### src/rtl/multiplier_ctrl.sv
`default_nettype none
// ============================================================================
// Module   : multiplier_ctrl
// Purpose  : Sequencer for an 8-bit shift-add multiplier datapath. Accepts an
//            operand pair on a start/ready handshake, converts signed operands
//            to magnitudes, loads and steps the datapath until the multiplier
//            register is exhausted, then returns the sign-corrected product.
// Ports    : clk, rst            - clock, synchronous active-high reset
//            start, a, b         - request and operands (sampled when ready)
//            ready, done, result - handshake status and 16-bit product
//            dp_mp, dp_mc        - registered operand magnitudes to datapath
//            dp_load, dp_enable,
//            dp_psel             - datapath control strobes
//            dp_b0, dp_zero_flag,
//            dp_product          - datapath status and accumulator
// Revision : 1.0 - initial release
// ============================================================================
module multiplier_ctrl #(
  parameter int SIGNED   = 1,
  parameter int MAX_ITER = 8
) (
  input  logic        clk,
  input  logic        rst,
  input  logic        start,
  input  logic [7:0]  a,
  input  logic [7:0]  b,
  output logic        ready,
  output logic        done,
  output logic [15:0] result,
  output logic [7:0]  dp_mp,
  output logic [7:0]  dp_mc,
  output logic        dp_load,
  output logic        dp_enable,
  output logic        dp_psel,
  input  logic        dp_b0,
  input  logic        dp_zero_flag,
  input  logic [15:0] dp_product
);

  localparam int CNT_W = $clog2(MAX_ITER + 1);
  localparam logic [CNT_W-1:0] C_MAX_CNT = CNT_W'(MAX_ITER);

  typedef enum logic [2:0] {
    S_IDLE = 3'd0,
    S_LOAD = 3'd1,
    S_RUN  = 3'd2,
    S_FIX  = 3'd3,
    S_DONE = 3'd4
  } state_t;

  state_t            state_q;
  logic [CNT_W-1:0]  cnt_q;
  logic              neg_q;
  logic [15:0]       result_q;
  logic [7:0]        dp_mp_q;
  logic [7:0]        dp_mc_q;

  logic [7:0]        mag_a_d;
  logic [7:0]        mag_b_d;
  logic              neg_d;
  logic [15:0]       result_d;
  logic              run_step;

  // |x| as 8-bit unsigned; -128 wraps to 0x80, which is the correct magnitude.
  function automatic logic [7:0] magnitude(input logic [7:0] x);
    if ((SIGNED != 0) && x[7]) begin
      return ~x + 8'd1;
    end
    return x;
  endfunction

  always_comb begin
    mag_a_d  = magnitude(a);
    mag_b_d  = magnitude(b);
    neg_d    = (SIGNED != 0) ? (a[7] ^ b[7]) : 1'b0;
    // Two's-complement negate of zero is zero, so no special case is needed.
    result_d = neg_q ? (~dp_product + 16'd1) : dp_product;
  end

  // A RUN cycle steps the datapath unless the multiplier register is empty
  // or the iteration cap has been reached.
  assign run_step = (state_q == S_RUN) && !dp_zero_flag && (cnt_q != C_MAX_CNT);

  always_ff @(posedge clk) begin
    if (rst) begin
      state_q  <= S_IDLE;
      cnt_q    <= '0;
      neg_q    <= 1'b0;
      result_q <= 16'd0;
      dp_mp_q  <= 8'd0;
      dp_mc_q  <= 8'd0;
    end else begin
      case (state_q)
        // DONE accepts a new request exactly like IDLE so that back-to-back
        // operations need no idle cycle.
        S_IDLE, S_DONE: begin
          if (start) begin
            dp_mp_q <= mag_a_d;
            dp_mc_q <= mag_b_d;
            neg_q   <= neg_d;
            cnt_q   <= '0;
            state_q <= S_LOAD;
          end else begin
            state_q <= S_IDLE;
          end
        end
        S_LOAD: begin
          state_q <= S_RUN;
        end
        S_RUN: begin
          if (run_step) begin
            cnt_q <= cnt_q + 1'b1;
          end else begin
            state_q <= S_FIX;
          end
        end
        S_FIX: begin
          result_q <= result_d;
          state_q  <= S_DONE;
        end
        default: begin
          state_q <= S_IDLE;
        end
      endcase
    end
  end

  // Status and load strobe are decoded straight from the state register.
  assign ready     = (state_q == S_IDLE) || (state_q == S_DONE);
  assign done      = (state_q == S_DONE);
  assign dp_load   = (state_q == S_LOAD);
  assign dp_enable = run_step;
  assign dp_psel   = run_step & dp_b0;
  assign result    = result_q;
  assign dp_mp     = dp_mp_q;
  assign dp_mc     = dp_mc_q;

endmodule
`default_nettype wire
### config.mk
export PLATFORM = sky130hd
export DESIGN_NAME = multiplier_ctrl
export DESIGN_NICKNAME = d
export VERILOG_FILES = /design/src/rtl/multiplier_ctrl.sv
export SDC_FILE = /design/constraint.sdc
export NUM_CORES = 1
export LEC_CHECK = 0
export CORE_ASPECT_RATIO = 0.75
export CORE_MARGIN = 2
export CORE_UTILIZATION = 49
export DETAILED_ROUTE_END_ITERATION = 10
export PLACE_DENSITY = 0.86
export SLEW_MARGIN = 20
export SYNTH_ARGS = -nofsm -noshare
export SYNTH_HDL_FRONTEND = slang
export SYNTH_SLANG_ARGS = --single-unit
### constraint.sdc
create_clock -name clk -period 3.25 [get_ports clk]
set_clock_uncertainty 0.15 [all_clocks]
set_input_delay 0.4875 -clock clk [delete_from_list [all_inputs] [get_ports clk]]
set_output_delay 0.4875 -clock clk [all_outputs]
set_load 0.05 [all_outputs]
==> After elaboration in Yosys (flattened, before gate mapping) <==
Index checks and enable logic that the tools add are counted.
{ "word_totals": {"regBits": 40, "inputBits": 37, "output_inout_bits": 37} }
{ "op_classes": {"n_addsub": 4, "eq_ne": 8, "mux": 13, "bitwise_logic": 5, "n_reduce_logical": 9} }
{ "op_table": {"columns": ["operator", "n"], "rows": [
  ["8-bit two-way mux", 4],
  ["16-bit by 1-bit adder with 16-bit output (second input constant)", 1],
  ["8-bit by 1-bit adder with 8-bit output (second input constant)", 2],
  ["16-bit two-way mux", 1],
  ["16-bit NOT", 1],
  ["8-bit NOT", 2],
  ["3-bit one-hot mux with 4 select lines", 1],
  ["4-bit two-way mux", 2],
  ["4-bit one-hot mux with 2 select lines", 1],
  ["3-bit by 2-bit == test with 1-bit output (second input constant)", 2],
  ["2-bit != test (second input constant)", 3],
  ["4-bit by 1-bit adder with 4-bit output (second input constant)", 1],
  ["4-bit != test (second input constant)", 1],
  ["3-bit by 1-bit == test with 1-bit output (second input constant)", 1],
  ["3-bit == test (second input constant)", 1],
  ["3-bit zero test", 1],
  ["1-bit two-way mux", 3],
  ["3-bit two-way mux", 1],
  ["3-bit AND reduction", 1],
  ["1-bit logical AND", 2],
  ["2-bit AND reduction", 1],
  ["2-bit nonzero test", 1],
  ["2-bit OR reduction", 1],
  ["1-bit AND", 1],
  ["other kinds (3)", 3]
]} }

==> Logic depth before layout (Yosys ltp) <==
Gate-level depths: netlist of the first run.
{ "logic_depth": {"depth_word": 5, "depth_mapped": 6} }

==> Worst setup path before layout of the first run <==
No wires, ideal clock.
{ "synth_timing": {"path_kind": "flip-flop to output port", "start": "reg state_q[1]", "end": "out dp_psel", "arrival_time_ns": 1.896, "required_time_ns": 2.612, "slack_ns": 0.716, "stages_incl_launch_ff": 4, "n_path_buf": 0, "path_cell_list": "dfxtp_1 or3b_4 nor3_4 and2_1"} }
{ "synth_via": {"elab_chain_cells": 4} }
{ "synth_lines": {"columns": ["item", "line_no", "text"], "rows": [
  ["start: declaration", "51", "state_t state_q;"],
  ["start signal: assignment", "86", "state_q <= S_IDLE;"],
  ["start signal: assignment", "102", "state_q <= S_LOAD;"],
  ["start signal: assignment", "104", "state_q <= S_IDLE;"],
  ["3-bit by 2-bit == test with 1-bit output", "82", "assign run_step = (state_q == S_RUN) && !dp_zero_flag && (cnt_q != C_MAX_CNT);"],
  ["1-bit logical AND (2 in a row)", "82", null],
  ["named net dp_enable", "33", "output logic dp_enable,"],
  ["1-bit AND", "133", "assign dp_psel = run_step & dp_b0;"],
  ["end: declaration", "34", "output logic dp_psel,"]
]} }
The timed path passes the listed nets, and every way through them passes these cells.

==> Worst setup path in the final report of the first run <==
{ "layout_timing": {"start": "reg state_q[1]", "end": "out dp_enable"} }
{ "layout_via": {"elab_chain_cells": 3} }
{ "layout_lines": {"columns": ["item", "line_no"], "rows": [
  ["3-bit by 2-bit == test with 1-bit output", "82"],
  ["1-bit logical AND (2 in a row)", "82"],
  ["end: declaration", "33"]
]} }
Every way passes these cells.

==> summary.md, run 1 <==
| Metric | Value |
|---|---|
| Final Hold Fails | 0 |
| Layout cells sized above 1 | 6.80% |
| Via density | 5.32 |
| FF-to-FF path depth | 5 |
| DR iter-0 viols | 100 |
| Startpoint class of the critical path | register |
| R2r endpoint | neg_q |
| Vias in the first global route | 1724 |
| Outcome | finished clean |
| Initial core utilization | 52.0% |
| P_leak | 1.04 nW |
| Drt total wl | 5050 µm |
| Die Width | 80.4 µm |
| Worst setup path startpoint | state_q[1] |
| Initial antenna violation count | 0 |
| DIE HEIGHT | 61.3 µm |
| Main flop type after synthesis | dfxtp_1 |
| Routability cong. | 0.852 |
| Area Overhead vs Synth | 39.4% |
| First-pass GRT wire length | 7950 µm |
| EDFF count, synth | 0 |
| Storage cell area | 801 µm² |
| Max-cap violations | 0 |
| CTS resizes | 0 |
| Boundary Pins | 74 |
| Asr flop ratio synth | 0% |
| TritonCTS clock tree | yes |
| RSZ-0062 raised after global routing | false |
| CTS H-tree lvls | 2 |
| Synth cell types | 43 |
| Origin of the critical flop-to-flop path | state_q[0] |
| Cts bufs inserted | 5 |
| GRT overflow | 0 |
| Final period util | 91.1% |
| Final ANT Viol Nets | 0 |
| Top-area cell type share of the netlist area | 37.3% |
| Worst Max-Slew Pin Slew | 0.926 ns |
| Ys Warns | 0 |
| Min cycle time layout | 2.96 ns |
| Residual DRC | 0 |
| Pwr Density | 500 nW/µm² |
| Post-synthesis net count | 285 |
| Top cells by count, synth | 40 x dfxtp_1, 33 x nor2_1, 27 x a211oi_1 |
| Worst setup path end | dp_enable |
| Post-route design area | 2990 µm² |
| # nets final | 351 |
| Netlist Area Pre-Place | 2150 µm² |
| Min-Delay Path Class | register to register |
| Total power | 1.50 mW |
| CTS Hold Bufs | 0 |
| Max Slew Vio Count | 0 |
| Synth top area cells | dfxtp_1 37%, a211oi_1 9.4%, xor2_1 6.5% |
| Area leader, netlist | dfxtp_1 |
| #FFs+latches synth | 40 |
| Min-delay src | dp_mp[7] |
| WP data arrival | 2.32 ns |
| Max_slew headroom | 38.2% |
| Final worst slack | 0.289 ns |
| Post-DR wirelength/cell | 13.9 µm |
| CORE AREA | 4130 µm² |
| Total Routing Usage GR | 21.2% |
| Die area | 4930 µm² |
| Port bufs | 73 |
| Max VDD drop | 0.270 mV |
| Sequential share of the synthesized area | 37.3% |
| Pre-CTS setup slack | 0.453 ns |
| Mean Syn Cell Area | 8.84 µm² |
| Clk root buf | clkbuf_8 |
| Hpwl dp | 3810 µm |
| R2r setup slk | 1.21 ns |
| Total number of vias | 1936 |
| Critical path type | register to output port |
| TritonRoute pass-1 iters | 4 |
| CTS Buffer Depth | 2 |
| Fillers | 337 |
| Final setup violation count | 0 |
| CP endpoint kind | output port |
| Clock transition at path regs | 0.07 ns |
| Antenna cells | 0 |
| Clock sinks | 40 |
| Critical path data required time | 2.61 ns |
| Max Clk Rate | 338 MHz |
| Setup bufs post-CTS | 0 |
| Crit-path max FO | 6 |
| Setup TNS | 0 ns |
| Mapped Cells | 243 |
| Multi-input gate area | 1250 µm² |
| Std cell rows | 20 |
| Largest net degree at the start of global routing | 29 |
| Skew-Pair Late Insertion Delay | 0.28 ns |
| Count leader, synth | dfxtp_1 |
| Placed cell areas | 2900 µm² |
logic make-up (layout without fill, tap and decap cells):
kind of cell / Yosys count / count (layout) / synth area share [%]
AO/OA/AOI/OAI: 54 / 54 / 19.2
multiplexers: 4 / 4 / 1.92
adder cells (fa/ha/maj): 5 / 5 / 2.91
buffers and inverters: 25 / 91 / 4.66
AND/OR/NAND/NOR: 88 / 88 / 23.0
flip-flops: 40 / 40 / 37.3
XOR/XNOR: 27 / 27 / 11.0
flip-flops by register name (all words and copies together) (netlist names):
register  count
dp_mc         8
neg_q         1
result       16
state_q       3
dp_mp         8
cnt_q         4
worst min-delay path by stage:
| stage | end | slack (ns) | cells past startpoint |
|---|---|---|---|
| after global placement | dp_mc[7] | 0.29 | 2 |
| after floorplan | state_q[1] | 0.31 | 1 |
| after CTS | dp_mp[7] | 0.32 | 2 |
| after global routing | dp_mp[7] | 0.34 | 2 |
| final | dp_mp[7] | 0.32 | 2 |
| after detailed placement | dp_mp[7] | 0.30 | 2 |
layer usage:
layer  up-vias  track usage, %  share of wire, %
met5         -               0                 0
met4         0            6.54               1.2
met3         7            4.84               3.9
met2        39            35.1                47
met1       883            28.2                48
li1       1007               -                 -
critical path, stage by stage, from the launching register on:
cell and delay, ns:
dfxtp_1 0.44, or3b_4 0.46, nor3_4 0.29, clkdlybuf4s50_1 0.86
cells in the final DEF (no fill, tap or decap), drive strengths merged, types with 3 or more instances in the layout:
master,instances
a211oi,27
a21boi,3
a21oi,6
and2,3
buf,4
clkbuf,7
clkdlybuf4s50,72
dfxtp,40
ha,5
inv,8
mux2i,3
nand2,10
nand3,3
nor2,33
nor2b,4
nor3,7
nor3b,3
nor4,4
o21ai,5
o31ai,7
o41ai,5
or3,4
or4,4
xnor2,11
xor2,16
final cells by class:
type,instances,area share [%]
Clock buffer,7,3.22
Inverter,8,1.00
Multi-Input combinational cell,178,41.6
Sequential cell,40,26.8
Tap cell,55,2.30
Timing Repair Buffer,76,25.1
through the flow:
stage / utilization, % / instances / hold slack, ns
CTS: 72.5 / 364 / 0.319
detailed placement: 70.2 / 357 / 0.302
floorplan: - / 243 / 0.313
finish: 72.5 / 364 / 0.318
global route: 72.5 / 364 / 0.336
global placement: 70.2 / 357 / 0.290
where the power goes:
| part | leakage, nW | switching, mW | internal (mW) |
|---|---|---|---|
| registers | 0.326 | 0.0430 | 0.540 |
| clock network | 0.0503 | 0.158 | 0.189 |
| logic | 0.664 | 0.347 | 0.218 |
No activity file was read; power rests on OpenSTA's default activity.
==> run 2: changes to the inputs <==
Settings changed: CAP_MARGIN set to 30, RECOVER_POWER set to 25.
==> run 2 against run 1 <==
Effect of this change: sequential power barely moved; non-clock buffer count did not move; wire length barely moved; via count barely moved; first-iteration DRC count did not move; cell count did not move; combinational power barely moved; final area fell by 0.25%; clock-buffer cell count did not move; largest power group unchanged.
==> summary.md, run 2 (same netlist as run 1, synthesis figures left out) <==
| Metric | Value |
|---|---|
| Total Routing Usage GR | 21.2% (unchanged) |
| CTS Buffer Depth | 2 (unchanged) |
| Final ANT Viol Nets | 0 (unchanged) |
| Post-DR wirelength/cell | 13.9 µm (about the same) |
| GRT overflow | 0 (unchanged) |
| Final period util | 91.1% (about the same) |
| Initial antenna violation count | 0 (unchanged) |
| Outcome | finished clean (unchanged) |
| First-pass GRT wire length | 7950 µm (unchanged) |
| Clock sinks | 40 (unchanged) |
| Max reg flops | 16 (unchanged) |
| Sw Ratio | 36.7% (was 36.6%) |
| Total number of vias | 1935 (was 1936) |
| Min cycle time layout | 2.96 ns (about the same) |
| RSZ-0062 raised after global routing | false (unchanged) |
| Hpwl dp | 3810 µm (unchanged) |
| Critical path data required time | 2.61 ns (about the same) |
| Switching Power | 548 µW (about the same) |
| Non-filler cells, final | 364 (unchanged) |
| Critical path type | register to output port (unchanged) |
| Area Overhead vs Synth | 39.0% (was 39.4%) |
| Dpl cells | 357 (unchanged) |
| Largest net degree at the start of global routing | 29 (unchanged) |
| P_leak | 1.03 nW (was 1.04 nW) |
| Internal cell power | 946 µW (was 947 µW) |
| Max Clk Rate | 338 MHz (about the same) |
| DIE HEIGHT | 61.3 µm (unchanged) |
| CORE AREA | 4130 µm² (unchanged) |
| Residual DRC | 0 (unchanged) |
| Die area | 4930 µm² (unchanged) |
| Worst Max-Slew Pin Slew | 1.07 ns (was 0.926 ns) |
| TritonCTS clock tree | yes (unchanged) |
| Antenna cells | 0 (unchanged) |
| Setup bufs post-CTS | 0 (unchanged) |
| Die Width | 80.4 µm (unchanged) |
| Max VDD drop | 0.270 mV (about the same) |
| Routability cong. | 0.852 (unchanged) |
| Setup TNS | 0 ns (unchanged) |
| CTS Hold Bufs | 0 (unchanged) |
| Port bufs | 73 (unchanged) |
| CTS H-tree lvls | 2 (unchanged) |
| Vias in the first global route | 1724 (unchanged) |
| Clk root buf | clkbuf_8 (unchanged) |
| Max Slew Vio Count | 0 (unchanged) |
| Min-Delay Path Class | register to register (unchanged) |
| Startpoint class of the critical path | register (unchanged) |
| Std cell rows | 20 (unchanged) |
| Crit-path max FO | 6 (unchanged) |
| Leading cell type in the layout, fill and taps excluded | clkdlybuf4s50_1 (unchanged) |
| Skew-Pair Late Insertion Delay | 0.28 ns (about the same) |
| Clock transition at path regs | 0.07 ns (about the same) |
| Most frequent cells in the layout | 71 x clkdlybuf4s50_1, 40 x dfxtp_1, 33 x nor2_1 (was 72 x clkdlybuf4s50_1, 40 x dfxtp_1, 33 x nor2_1) |
| Final setup violation count | 0 (unchanged) |
| WP data arrival | 2.32 ns (about the same) |
| Final core area utilization | 72.3% (was 72.5%) |
| Combinational power share | 37.7% (was 37.8%) |
| CTS resizes | 0 (unchanged) |
| Layout cells sized above 1 | 6.15% (was 6.80%) |
| TritonRoute pass-1 iters | 4 (unchanged) |
| # nets final | 351 (unchanged) |
| Pwr Density | 500 nW/µm² (about the same) |
| CP endpoint kind | output port (unchanged) |
| Via density | 5.32 (about the same) |
| Drt total wl | 5040 µm (was 5050 µm) |
| Final Hold Fails | 0 (unchanged) |
| Share of power burned in registers | 39.1% (was 39.0%) |
| Cts bufs inserted | 5 (unchanged) |
| DR iter-0 viols | 100 (unchanged) |
| Initial core utilization | 52.0% (unchanged) |
| Clock power share | 23.2% (about the same) |
| Max_slew headroom | 28.7% (was 38.2%) |
| Boundary Pins | 74 (unchanged) |
| Max-cap violations | 0 (unchanged) |
[run 2: worst max-delay path, stage by stage, from the launching register on]
cell and delay [ns]:
dfxtp_1 0.44, or3b_4 0.46, nor3_4 0.29, clkdlybuf4s50_1 0.86
[run 2: cell type report]
class,instances,area (µm²)
multi-input combinational,178,1250
sequential,40,801
tap,55,68.8
timing repair buffer,76,743
fill,341,1140
clock buffer,7,96.3
inverter,8,30.0
[run 2: final timing paths]
kind,from,end,slack (ns),cells after the start
worst max-delay path,state_q[1],dp_enable,0.29,3
worst min register to register,dp_mp[7],dp_mp[7],0.32,2
worst min-delay path,dp_mp[7],dp_mp[7],0.32,2
worst max register to register,state_q[0],neg_q,0.98,5
[run 2: power groups by stage]
| stage | clock, mW | sequential [mW] | combinational, mW |
|---|---|---|---|
| after global placement | 0 | 0.591 | 0.556 |
| final | 0.347 | 0.583 | 0.563 |
| after detailed placement | 0 | 0.593 | 0.563 |
| after CTS | 0.353 | 0.583 | 0.566 |
| after floorplan | 0 | 0.720 | 0.243 |
| after global routing | 0.385 | 0.591 | 0.603 |
[run 2: metal layers]
metal | up-vias | wire length (µm) | GRT usage (%)
li1 | 1007 | - | -
met1 | 882 | 2430 | 28.2
met2 | 39 | 2360 | 35.1
met3 | 7 | 194 | 4.84
met4 | 0 | 59 | 6.54
met5 | - | 0 | 0
[run 2: metrics by stage]
stage                     total power [mW]  hold WS [ns]  setup slack (ns)  instance area [µm²]
final                                 1.49         0.318             0.290                 2990
after global routing                  1.58         0.336             0.118                 2990
after CTS                             1.50         0.319             0.291                 2990
after detailed placement              1.16         0.302             0.453                 2900
after global placement                1.15         0.290             0.480                 2900
after floorplan                      0.964         0.313             0.716                 2150
==> edit: new RTL, flow settings as in run 1 <==
Reset style: asynchronous (`rst`), changed in one clocked block. Comments in the files are not updated.
--- a/src/rtl/multiplier_ctrl.sv
+++ b/src/rtl/multiplier_ctrl.sv
@@ -82,5 +82,5 @@
   assign run_step = (state_q == S_RUN) && !dp_zero_flag && (cnt_q != C_MAX_CNT);
 
-  always_ff @(posedge clk) begin
+  always_ff @(posedge clk or posedge rst) begin
     if (rst) begin
       state_q  <= S_IDLE;
Check against the original RTL: differs if rst is asserted again (counterexample within 4 cycles, from zero or initial values and one cycle with rst high); with rst held inactive, the same outputs for 10 cycles.
==> edit against run 1 <==
Sequential cell count unchanged; routed wire length decreased by 13%; worst setup slack got worse by 0.090 ns; first-iteration DRC count decreased by 38%; area after synthesis decreased by 2.6%; hold slack improved by 0.010 ns; final area decreased by 1.6%.
Power is not compared: it rests on default switching activity, and its combinational part moved more than twofold at a synthesized area within 25%.
==> edit: results <==
logic_synthesis:
  seq_area_frac_synth_pct: 47.85
  synthTopCellsByCount: "52 x nand2_1, 40 x dfrtp_1, 37 x o21ai_0, 22 x xor2_1"
  ys.flop_type: "dfrtp_1"
  ys_top_cells_by_area: "dfrtp_1 48%, nand2_1 9.3%, xor2_1 9.2%, o21ai_0 8.9%, ha_1 3.0%"
  synth_cell_type_count: 27
  synth.area.mux_share_pct: 1.974
  synthAdderAreaFrac_pct: 2.990
  syn_nets: 274
  synth_compound_area_share_pct: 14.11
  synth_async_sr_flop_share_pct: 100.0
status:
  status: "finished clean"
drt:
  wl_um: 4396
  wl_met3_um: 198
  route.met2.wl_um: 2106
  met1_length_um: 2082
  via_per_inst: 4.928
critical_path:
  rr_endpoint: "cnt_q[0]"
  rrSetupSlack_ns: 1.31
  crit_path_max_fanout: 7
global_route:
  grt_pass1_vias: 1644
  grt_pass1_wl_um: 7162
  grt_util_all_layers_pct: 19.40
  grtUsageMet3_pct: 5.952
  grt_max_degree: 41
placed_design:
  dpl.hpwl_um: 3511
sta:
  fin_ws_ns: 0.1991
  relSlewSlack_pct: 34.33
finish:
  final.fill_count: 332
  drive_gt1_share_pct: 3.618
[edit: metrics by stage]
stage | cell area, um2 | hold WS (ns) | instances | util, % | power [uW]
2_1_floorplan | 2092 | 0.3288 | 232 | - | 2009
3_5_place_dp | 2865 | 0.3191 | 352 | 70.25 | 2585
3_3_place_gp | 2865 | 0.3118 | 352 | 70.25 | 2546
4_1_cts | 2943 | 0.3347 | 359 | 72.15 | 2886
6_report | 2945 | 0.3278 | 359 | 72.21 | 2861
5_1_grt | 2945 | 0.3563 | 359 | 72.21 | 3045
[edit: layout make-up]
class                           instances  area, um2  share of cell area (%)
Multi-Input combinational cell        171       1012                   34.37
Sequential cell                        40       1001                   33.98
Timing Repair Buffer                   74      740.7                   25.15
Clock buffer                            6      72.57                   2.464
Tap cell                               55      68.82                   2.336
Inverter                               12      45.04                   1.529
Clock inverter                          1      5.005                  0.1699
[edit: worst max-delay path, stage by stage, from the launching register on]
cell             delay, ns
dfrtp_1               0.41
or3b_4                0.44
a311oi_4              0.41
clkdlybuf4s50_1       0.88
